==> src/rtl/sn76489_pkg.sv <==
// Shared types and defaults for the SN76489 PSG blocks.
package sn76489_pkg;

   localparam int unsigned PSG_WAIT_TICKS_DEF = 32;
   localparam int unsigned PSG_CHAN_W         = 2;
   localparam int unsigned PSG_NUM_CHAN       = 4;
   localparam int unsigned PSG_BYTE_W         = 8;
   localparam int unsigned PSG_CNT_W          = 8;

   // Channel addressed by a latch byte (d_i[1:2]).
   typedef enum logic [PSG_CHAN_W-1:0] {
      CH_TONE1 = 2'b00,
      CH_TONE2 = 2'b01,
      CH_TONE3 = 2'b10,
      CH_NOISE = 2'b11
   } psg_chan_t;

   // Write-port handshake state.
   typedef enum logic [1:0] {
      ST_IDLE  = 2'b00,
      ST_ISSUE = 2'b01,
      ST_BUSY  = 2'b10
   } bus_state_t;

endpackage : sn76489_pkg

==> src/rtl/sn76489_bus_ctrl.sv <==
// SN76489 CPU write port: decodes latch/data bytes, steers each accepted
// byte to one channel block and drives READY low for a fixed wait period.
//   clock_i, res_n_i      : clock, async active-low reset
//   clk_en_i              : PSG clock enable shared with channel blocks
//   ce_n_i, we_n_i, d_i   : host bus strobe and byte (d_i[0] is MSB)
//   ready_o               : high while a write can be accepted
//   tone*_we_o, noise_we_o: per-channel write enables (one-hot or zero)
//   r2_o, d_o             : register select and accepted byte for channels
//   overrun_o             : sticky, a strobe arrived while not idle
module sn76489_bus_ctrl
   import sn76489_pkg::*;
#(
   parameter int unsigned WAIT_TICKS = PSG_WAIT_TICKS_DEF
) (
   input  logic               clock_i,
   input  logic               res_n_i,
   input  logic               clk_en_i,
   input  logic               ce_n_i,
   input  logic               we_n_i,
   input  logic [0:7]         d_i,
   output logic               ready_o,
   output logic               tone1_we_o,
   output logic               tone2_we_o,
   output logic               tone3_we_o,
   output logic               noise_we_o,
   output logic               r2_o,
   output logic [0:7]         d_o,
   output logic               overrun_o
);

   bus_state_t                    state_q, state_d;
   logic                          strb_q, strb_d;
   psg_chan_t                     chan_q, chan_d;
   logic                          type_q, type_d;
   logic [PSG_NUM_CHAN-1:0]       we_q, we_d;
   logic                          r2_q, r2_d;
   logic [0:PSG_BYTE_W-1]         dout_q, dout_d;
   logic [PSG_CNT_W-1:0]          cnt_q, cnt_d;
   logic                          ovr_q, ovr_d;
   logic                          ready_q, ready_d;

   logic                          strb_c;
   logic                          accept_c;
   psg_chan_t                     new_chan_c;
   logic                          new_type_c;

   // State register; strb_q resets high so a strobe held through reset
   // release must be dropped and reasserted before it is accepted.
   always_ff @(posedge clock_i or negedge res_n_i) begin
      if (!res_n_i) begin
         state_q <= ST_IDLE;
         strb_q  <= 1'b1;
         chan_q  <= CH_TONE1;
         type_q  <= 1'b0;
         we_q    <= '0;
         r2_q    <= 1'b0;
         dout_q  <= '0;
         cnt_q   <= '0;
         ovr_q   <= 1'b0;
         ready_q <= 1'b1;
      end else begin
         state_q <= state_d;
         strb_q  <= strb_d;
         chan_q  <= chan_d;
         type_q  <= type_d;
         we_q    <= we_d;
         r2_q    <= r2_d;
         dout_q  <= dout_d;
         cnt_q   <= cnt_d;
         ovr_q   <= ovr_d;
         ready_q <= ready_d;
      end
   end

   // Next-state and output decode.
   always_comb begin
      state_d    = state_q;
      chan_d     = chan_q;
      type_d     = type_q;
      we_d       = we_q;
      r2_d       = r2_q;
      dout_d     = dout_q;
      cnt_d      = cnt_q;
      ovr_d      = ovr_q;

      strb_c     = ~ce_n_i & ~we_n_i;
      strb_d     = strb_c;
      accept_c   = strb_c & ~strb_q;

      // Latch bytes retarget the port; data bytes reuse the current latch.
      new_chan_c = d_i[0] ? psg_chan_t'(d_i[1:2]) : chan_q;
      new_type_c = d_i[0] ? d_i[3] : type_q;

      case (state_q)
         ST_IDLE: begin
            if (accept_c) begin
               state_d = ST_ISSUE;
               chan_d  = new_chan_c;
               type_d  = new_type_c;
               we_d    = PSG_NUM_CHAN'(1) << new_chan_c;
               r2_d    = new_type_c;
               dout_d  = d_i;
            end
         end
         ST_ISSUE: begin
            if (accept_c) ovr_d = 1'b1;
            // Channels sample on this same enabled edge.
            if (clk_en_i) begin
               state_d = ST_BUSY;
               cnt_d   = PSG_CNT_W'(WAIT_TICKS - 1);
               we_d    = '0;
            end
         end
         ST_BUSY: begin
            if (accept_c) ovr_d = 1'b1;
            if (clk_en_i) begin
               if (cnt_q == '0) state_d = ST_IDLE;
               else             cnt_d   = cnt_q - PSG_CNT_W'(1);
            end
         end
         default: begin
            state_d = ST_IDLE;
            we_d    = '0;
         end
      endcase

      ready_d = (state_d == ST_IDLE);
   end

   assign ready_o    = ready_q;
   assign tone1_we_o = we_q[CH_TONE1];
   assign tone2_we_o = we_q[CH_TONE2];
   assign tone3_we_o = we_q[CH_TONE3];
   assign noise_we_o = we_q[CH_NOISE];
   assign r2_o       = r2_q;
   assign d_o        = dout_q;
   assign overrun_o  = ovr_q;

endmodule : sn76489_bus_ctrl

==> config.mk <==
export PLATFORM = sky130hd
export DESIGN_NAME = sn76489_bus_ctrl
export DESIGN_NICKNAME = d
export VERILOG_FILES = /design/src/rtl/sn76489_pkg.sv /design/src/rtl/sn76489_bus_ctrl.sv
export SDC_FILE = /design/constraint.sdc
export NUM_CORES = 1
export LEC_CHECK = 0
export BUFFER_PORTS_ARGS = -buffer_cell sky130_fd_sc_hd__buf_2
export CAP_MARGIN = 5
export CORE_MARGIN = 2
export CORE_UTILIZATION = 30
export DETAILED_ROUTE_END_ITERATION = 12
export GPL_TIMING_DRIVEN = 0
export SYNTH_ARGS = -nofsm -noshare
export SYNTH_HDL_FRONTEND = slang
export SYNTH_SLANG_ARGS = --single-unit
==> constraint.sdc <==
create_clock -name clock_i -period 1.9 [get_ports clock_i]
set_input_delay 0.38 -clock clock_i [delete_from_list [all_inputs] [get_ports clock_i]]
set_output_delay 0.38 -clock clock_i [all_outputs]
set_load 0.01 [all_outputs]
After elaboration in Yosys (flattened, before gate mapping):

Cells that the tools add are included.

* bits in registers: 28
* latch bits: 0
* bits in writable memories: 0
* memory bits (read-only): 0
* output and inout bits: 15
* word-level logic and storage cells: 47
* memories: 0

* add/sub/neg operators: 1
* multipliers: 0
* div/mod/pow operators: 0
* order comparisons: 0
* eq/ne operators: 6
* shifts and indexed selects: 1
* mux-type cells: 14
* bitwise operators: 6
* reduce and logical (&&, ||, !) cells: 10

Operators by type and width (number)
* 8-bit 2-to-1 mux: 3
* 8-bit case mux with 2 select lines: 1
* 4-bit case mux with 3 select lines: 1
* 2-bit 2-to-1 mux: 5
* 8-bit zero test: 1
* 4-bit 2-to-1 mux: 2
* 2-bit != test, second input constant: 4
* 8-bit by 1-bit subtractor with 8-bit output, second input constant: 1
* 2-bit case mux with 3 select lines: 1
* 3-bit AND reduction: 2
* 2-bit zero test: 2
* 1-bit NOT: 4
* 2-bit AND reduction: 2
* 4-bit AND reduction: 1
* 1-bit by 2-bit << shifter with 4-bit output, first input constant: 1
* 1-bit bitwise AND: 2
* 2-bit by 1-bit == test with 1-bit output, second input constant: 1
* 2-bit == test, second input constant: 1
* 2-bit nonzero test: 1
* 2-bit OR reduction: 1
* 1-bit 2-to-1 mux: 1

Depth between registers and ports, before layout:

Gate-level depths: netlist (run 1).

* depth after elaboration: 6
* depth in mapped cells: 7

Worst setup path before layout (run 1):

Ideal clock, no wire load.

* kind: register to register
* from: reg state_q[0]
* to: reg dout_q, in the netlist d_o[1]
* setup time: 0.125 ns
* arrival: 1.679 ns
* data required time: 1.775 ns
* setup slack: 0.097 ns
* stages on the path, launching flop included: 6
* path buffers: 1
* period minus slack after synthesis: 1.803 ns
* cell sequence: dfrtp_1 inv_1 ha_1 nor4b_2 buf_2 mux2_2

* word-level cells in the longest chain between the ends: 2

Ends and longest elaborated chain
* start: declaration: line sn76489_bus_ctrl.sv:31 `bus_state_t state_q, state_d;`
* start signal: assignment: line sn76489_bus_ctrl.sv:62 `state_q <= state_d;`
* 2-bit zero test: line sn76489_bus_ctrl.sv:94 `case (state_q)`
* 2-bit AND reduction (no source line)
* end signal: assignment: line sn76489_bus_ctrl.sv:68 `dout_q <= dout_d;`
* end: declaration: line sn76489_bus_ctrl.sv:37 `logic [0:PSG_BYTE_W-1] dout_q, dout_d;`

No other way between the ends.
A chain may end at the register's enable or synchronous reset.

Final worst setup path (run 1):

* from: reg state_q[0]
* to: reg cnt_q[2]

* word-level cells in the longest chain between the ends: 3
* elaborated cells on any way between the ends: 8

Ends and longest elaborated chain
* 2-bit == test / 2-bit by 1-bit == test with 1-bit output (equally long branches): line sn76489_bus_ctrl.sv:94
* 2-bit != test (no source line) / 2-bit nonzero test (equally long branches)
* 4-bit AND reduction (no source line)
* end signal: assignment: line sn76489_bus_ctrl.sv:69 `cnt_q <= cnt_d;`
* end: declaration: line sn76489_bus_ctrl.sv:38 `logic [PSG_CNT_W-1:0] cnt_q, cnt_d;`

Several ways; a longest one is shown, not always the timed one.

==> results of run 1 <==
==> power by group through the flow <==
stage / combinational (mW) / clock (mW) / sequential, mW
2_1_floorplan: 0.538 / 0 / 1.03
3_3_place_gp: 0.878 / 0 / 0.955
3_5_place_dp: 0.920 / 0 / 0.971
4_1_cts: 0.950 / 0.490 / 0.963
5_1_grt: 1.07 / 0.513 / 1.00
6_report: 0.958 / 0.470 / 0.964
==> flip-flops by register name, indices dropped and copies added, names as in the netlist <==
signal and flops:
chan_q 2, cnt_q 8, d_o 8, overrun_o 1, r2_o 1, ready_o 1
state_q 2, strb_q 1, we_q 4
==> worst register-to-register path: cells and delay by family (launching register included) <==
family	cells	cell delay [ns]
flops	1	0.43
buf+inv	2	0.29
fa+ha+maj	1	0.29
simple gates	2	0.35
compound gates	2	0.34
==> what timing repair did <==
item	in CTS	in global routing
endpoints found under the hold margin	0	0
buffers inserted	2	0
gates resized for setup	4	4
pin swaps	0	0
endpoints found under the setup margin	14	13
==> per-stage QoR <==
step / utilization [%] / total power, mW / setup slack (ns) / hold WS, ns
detailed placement: 35.9 / 1.89 / -0.204 / 0.435
finish: 38.6 / 2.39 / 0.0917 / 0.105
global route: 38.6 / 2.58 / -0.0228 / 0.141
CTS: 38.3 / 2.40 / 0.0485 / 0.127
floorplan: - / 1.56 / 0.0965 / 0.0844
global placement: 35.9 / 1.83 / -0.112 / 0.425
==> synthesized netlist by cell type <==
| cell type | number |
|---|---|
| xnor2_1 | 1 |
| dfstp_2 | 2 |
| a21oi_1 | 5 |
| and4_1 | 3 |
| mux2i_1 | 2 |
| o21ai_0 | 3 |
| a31oi_1 | 3 |
| buf_2 | 2 |
| nor2_1 | 20 |
| or3b_1 | 1 |
| nor3_1 | 2 |
| and4bb_1 | 1 |
| nand2_1 | 6 |
| a41o_1 | 1 |
| nor2b_1 | 1 |
| a221oi_1 | 1 |
| nand3b_1 | 1 |
| nor4_2 | 1 |
| and3_1 | 1 |
| o41ai_4 | 1 |
| or3_1 | 2 |
| nand2b_1 | 1 |
| a211oi_1 | 3 |
| nor4b_2 | 1 |
| mux2_2 | 13 |
| nor4_1 | 1 |
| a211oi_2 | 1 |
| inv_1 | 6 |
| o21ai_1 | 1 |
| ha_1 | 5 |
| dfrtp_1 | 26 |
| o21bai_1 | 1 |
| or4_4 | 1 |
==> final timing paths <==
check | end | slack, ns | cells past startpoint
max in group asynchronous | cnt_q[0] | 1.36 | 1
min | cnt_q[6] | 0.11 | 1
max | cnt_q[2] | 0.09 | 7
max reg2reg | cnt_q[2] | 0.09 | 7
min in group clock_i | strb_q | 0.27 | 2
min reg2reg | overrun_o | 0.51 | 1
==> layer usage <==
| metal | track usage [%] | part of all wire (%) |
|---|---|---|
| met5 | 0 | 0 |
| met2 | 20.2 | 50 |
| met4 | 1.47 | 0 |
| met3 | 3.38 | 5.2 |
| met1 | 14.4 | 45 |
==> placed cells by master, fill, tap and decap left out, types with 2 or more instances in the layout <==
cell	synthesis	layout
clkbuf_8	0	3
nor2_1	20	20
dfstp_2	2	2
dfrtp_1	26	25
ha_2	0	2
o21ai_0	3	3
and4_1	3	3
nor3_1	2	2
buf_4	0	3
a31oi_1	3	3
mux2i_1	2	2
mux2_2	13	13
a21oi_1	5	4
ha_1	5	3
or3_1	2	2
inv_1	6	6
a211oi_2	1	2
a211oi_1	3	2
nand2_1	6	6
buf_2	2	27
==> cell families after synthesis <==
family	share of synthesized area, %
simple gates	17.5
buf+inv	2.38
xor+xnor	0.642
fa+ha+maj	4.58
compound gates	11.2
flops	51.5
mux	12.2
==> cell type report <==
| type | instances | area (sq um) |
|---|---|---|
| Tap cell | 52 | 65.1 |
| Sequential cell | 28 | 704 |
| Clock inverter | 1 | 30.0 |
| Multi-Input combinational cell | 84 | 652 |
| Clock buffer | 3 | 41.3 |
| Inverter | 6 | 22.5 |
| Buffer | 2 | 15.0 |
| Timing Repair Buffer | 29 | 150 |
| Fill cell | 439 | 2670 |
==> metrics.md, run 1 <==
| Metric | Value |
|---|---|
| Crit path from | state_q[0] |
| Clk_lat worst skew | 0.27 ns |
| Worst path required time | 2.07 ns |
| Sequential Power Share | 40.3% |
| Outcome | complete, no violations |
| Hold Fails Final Rpt | 0 |
| Min cycle time layout | 1.81 ns |
| Critical-path maximum fanout | 10 |
| Layout area overhead | 23.1% |
| Synthesized Nets | 138 |
| Final period util | 95.2% |
| DR vias/cell | 5.05 |
| Row cnt | 24 |
| Cell Pwr Density | 1420 mW/mm^2 |
| Layout cells sized above 1 | 39.2% |
| Synth top area share | 47.7% |
| H-tree levels | 1 |
| Placer Congestion | 0.741 |
| Post-detail-place hpwl | 2.06 mm |
| Critical-path top delay cell | dfrtp_1 |
| DRC Markers | 0 |
| Worst Path Class, Setup | flop to flop |
| First-pass GRT wire length | 4.75 mm |
| Total Wirelength | 2.71 mm |
| Setup TNS Final | 0 ns |
| Total GRT Usage | 11.5% |
| CP top delay family | flip-flops |
| Worst Path Buf+Inv | 2 |
| Clk slew on worst S/H paths | 0.10 ns |
| Ys Warns | 0 |
| Mapped Cells | 120 |
| Vias in the first global route | 1067 |
| Net Switching | 828 uW |
| Clock power share | 19.6% |
| Design Area, Final | 0.00168 sq mm |
| Total grt overflow | 0 |
| Die width | 71.5 um |
| Slew headroom | 59.2% |
| Die height | 71.5 um |
| Worst Hold Class | input port to asynchronous set/reset pin |
| CTS Root Cell | clkbuf_8 |
| IO buf count | 27 |
| Cell taking the most area after synthesis | dfrtp_1 |
| #FFs+latches synth | 28 |
| CTS sink count | 28 |
| Pint | 1.56 mW |
| Final #Nets | 172 |
| CTS Hold Bufs | 0 |
| Cell breakdown of the critical path | inv_1, ha_2, and4bb_1, a21oi_2, buf_4, a211oi_1, nor2_1 |
| Critical path endpoint category | flop |
| Slew @ Worst Pin | 0.612 ns |
| Starting Density | 31.4% |
| TritonRoute pass-1 iters | 4 |
| Antenna violations before repair | 0 |
| CTS tree | built |
| DIE AREA | 0.00511 sq mm |
| Placed Cells | 199 |
| Cell Count, Final, Fillers Out | 205 |
| Leakage | 0.753 nW |
| Starting DRC count in detailed routing | 42 |
| Mean Syn Cell Area | 11.4 sq um |
| Switching Fraction | 34.6% |
| Unique masters post-synth | 33 |
| Fmax | 553 MHz |
| Combinational Power Share | 40.1% |
| Skew final | 0.00262 ns |
| Largest net degree at the start of global routing | 29 |
| Core Footprint | 0.00435 sq mm |
| DP Area | 0.00157 sq mm |
| I/O pins | 28 |
| Area contributors post-synth | dfrtp_1 48%, mux2_2 11%, nor2_1 5.5%, ha_1 4.6%, dfstp_2 3.8% |
| Peak VDD IR | 0.000631 V |
| Arr. time, crit path | 1.97 ns |
| Crit-path max cell delay | 0.43 ns |
| Routed WL per cell | 13.2 um |
| Sequential fraction of the synthesis area | 51.5% |
| Worst Setup Start Kind | flop |
| Post-Syn Area | 0.00137 sq mm |
| Number of CTS-inserted buffers | 3 |
| Unrepaired setup endpoints after global routing | true |
| Pins Over Slew Limit | 0 |
| Worst r2r src | state_q[0] |
| Maxcap violations | 0 |
| ANT nets after route | 0 |
| Final Setup Violations | 0 |
| Via Count | 1036 |
| Number of antenna diodes | 0 |
| Longest Clk Path Bufs | 2 |
Power figures use the tool's default switching activity.
==> run 2, diff against run 1 <==
--- a/config.mk
+++ b/config.mk
@@ -7,6 +7,7 @@
 export LEC_CHECK = 0
 export BUFFER_PORTS_ARGS = -buffer_cell sky130_fd_sc_hd__buf_2
 export CAP_MARGIN = 5
+export CORE_ASPECT_RATIO = 1.25
 export CORE_MARGIN = 2
 export CORE_UTILIZATION = 30
 export DETAILED_ROUTE_END_ITERATION = 12
==> run 2 against run 1 <==
Net effect: critical path type unchanged; maximum frequency decreased by 0.35%; die area about the same; sequential cell count unchanged; wire length increased by 0.78%; clock power decreased by 31%; largest power group unchanged.
==> metrics.md, run 2 (synthesis results as in run 1) <==
| Metric | Value |
|---|---|
| Antenna violations before repair | 0 (unchanged) |
| Most common library cell in the layout ignoring fill and taps | buf_2 |
| Worst path required time | 2.06 ns (about the same) |
| Vias in the first global route | 1152 (+8.0%) |
| Peak VDD IR | 0.000610 V (-3.4%) |
| Met2 Track Usage GR | 22.9% (+2.8 points) |
| Total grt overflow | 0 (unchanged) |
| Slew headroom | 59.3% (+0.11 points) |
| Clk_lat worst skew | 0.27 ns (about the same) |
| TritonRoute pass-1 iters | 4 (unchanged) |
| Fillers | 460 (+4.8%) |
| Starting DRC count in detailed routing | 25 (-40%) |
| Core Footprint | 0.00439 sq mm (+0.86%) |
| Routed WL per cell | 12.8 um (-3.0%) |
| DRC Markers | 0 (unchanged) |
| Fmax | 551 MHz (-0.35%) |
| Reg area | 704 sq um (unchanged) |
| Slew @ Worst Pin | 0.610 ns (-0.00164 ns) |
| Min cycle time layout | 1.81 ns (+0.00632 ns) |
| IO buf count | 27 (unchanged) |
| Critical-path maximum fanout | 10 (unchanged) |
| Via Count | 1035 (-0.097%) |
| Post-detail-place hpwl | 2.07 mm (+0.81%) |
| DIE AREA | 0.00511 sq mm (about the same) |
| Area of the multi-input gates | 649 sq um (-0.38%) |
| Leakage | 0.744 nW (-1.2%) |
| Final Setup Violations | 0 (unchanged) |
| DR vias/cell | 4.86 (-3.8%) |
| Cell Pwr Density | 1340 mW/mm^2 (-5.6%) |
| CTS sink count | 28 (unchanged) |
| CTS tree | built |
| Worst r2r src | state_q[0] |
| Worst Hold Class | input port to asynchronous set/reset pin |
| CTS Hold Bufs | 0 (unchanged) |
| CTS Root Cell | clkbuf_8 |
| Layout area overhead | 22.6% |
| GR Util met3 | 1.97% (-1.4 points) |
| Hold Fails Final Rpt | 0 (unchanged) |
| Maxcap violations | 0 (unchanged) |
| Clk slew on worst S/H paths | 0.09 ns (about the same) |
| Setup ws final | 0.0854 ns (-0.00632 ns) |
| Skew final | 0.00189 ns (-0.000733 ns) |
| WHS | 0.110 ns (+0.00430 ns) |
| Layout cells sized above 1 | 39.4% (+0.14 points) |
| Row cnt | 27 (+13%) |
| Placer Congestion | 0.781 (+5.4%) |
| Final Power | 2.25 mW (-6.0%) |
| Die height | 79.4 um (+11%) |
| Commonest cells after routing, fill and taps aside | 27 x buf_2, 25 x dfrtp_1, 20 x nor2_1 |
| Final #Nets | 174 (+1.2%) |
| Starting Density | 31.1% (-0.27 points) |
| Layout Utilization | 38.1% (-0.47 points) |
| Outcome | complete, no violations |
| GRT busiest layer | met2 |
| Pins Over Slew Limit | 0 (unchanged) |
| Number of CTS-inserted buffers | 3 (unchanged) |
| Number of antenna diodes | 0 (unchanged) |
| Arr. time, crit path | 1.97 ns (about the same) |
| Total GRT Usage | 11.8% (+0.36 points) |
| H-tree levels | 1 (unchanged) |
| Final period util | 95.5% (+0.33 points) |
| Die width | 64.3 um (-10%) |
| Worst Setup Start Kind | flop |
| Post-place setup slack | -0.209 ns (-0.00469 ns) |
| First-pass GRT wire length | 4.89 mm (+2.9%) |
| ANT nets after route | 0 (unchanged) |
| GR Util met1 | 13.0% (-1.3 points) |
| Largest net degree at the start of global routing | 29 (unchanged) |
| Worst Path Class, Setup | flop to flop |
| Critical path endpoint category | flop |
| Longest Clk Path Bufs | 2 (unchanged) |
| I/O pins | 28 (unchanged) |
| Reg-to-reg critical path endpoint | cnt_q[2] |
| Total Wirelength | 2.73 mm (+0.78%) |
| FF-to-FF setup slack | 0.09 ns (about the same) |
| Reg2Reg Depth | 7 (unchanged) |
-- run 2: changes by cell type in the layout (fill, tap and decap cells not counted) --
cell and change:
ha_1 -1, ha_2 +1, bufinv_16 -1, a211oi_2 -1, buf_4 +2, a211oi_1 +1, clkbuf_1 +1
-- run 2: per-stage QoR --
step           TNS [ns]  area (sq um)  cells
2_1_floorplan         0          1370    120
3_3_place_gp     -0.757          1570    205
3_5_place_dp      -1.13          1570    205
4_1_cts               0          1640    210
5_1_grt        -0.00509          1670    213
6_report              0          1670    213
-- run 2: layout make-up --
cell class | instances | area share (%)
Sequential cell | 28 | 42.1
Clock buffer | 4 | 2.69
Multi-Input combinational cell | 84 | 38.8
Inverter | 6 | 1.35
Tap cell | 58 | 4.33
Timing Repair Buffer | 31 | 9.87
Buffer | 2 | 0.897
-- run 2: how the worst max path moves through the flow --
stage | endpoint | from | cells after the start
floorplan | d_o[1] | state_q[0] | 5
global placement | d_o[1] | state_q[1] | 5
detailed placement | d_o[1] | state_q[0] | 5
CTS | d_o[1] | state_q[0] | 5
global route | cnt_q[5] | state_q[0] | 7
finish | cnt_q[2] | state_q[0] | 7
-- run 2: critical path, cell delays in order (launching register included) --
cell and delay, ns:
dfrtp_1 0.43, inv_1 0.11, ha_2 0.29, and4bb_1 0.28, a21oi_2 0.09, buf_4 0.19
a211oi_1 0.23, nor2_1 0.07
-- run 2: layer usage --
layer / up-vias / wire length [um]
met1: 505 / 1120
li1: 502 / -
met4: 0 / 0
met2: 28 / 1470
met5: - / 0
met3: 0 / 135
-- run 2: power breakdown --
group / internal (mW) / switching, mW
logic: 0.471 / 0.488
registers: 0.823 / 0.141
clock network: 0.150 / 0.176
total: 1.44 / 0.805
-- run 2: timing repair --
action,4_1_cts,5_1_grt
buffers inserted,1,3
resized for setup,4,4
setup endpoints to repair,12,8
pin swaps,0,0
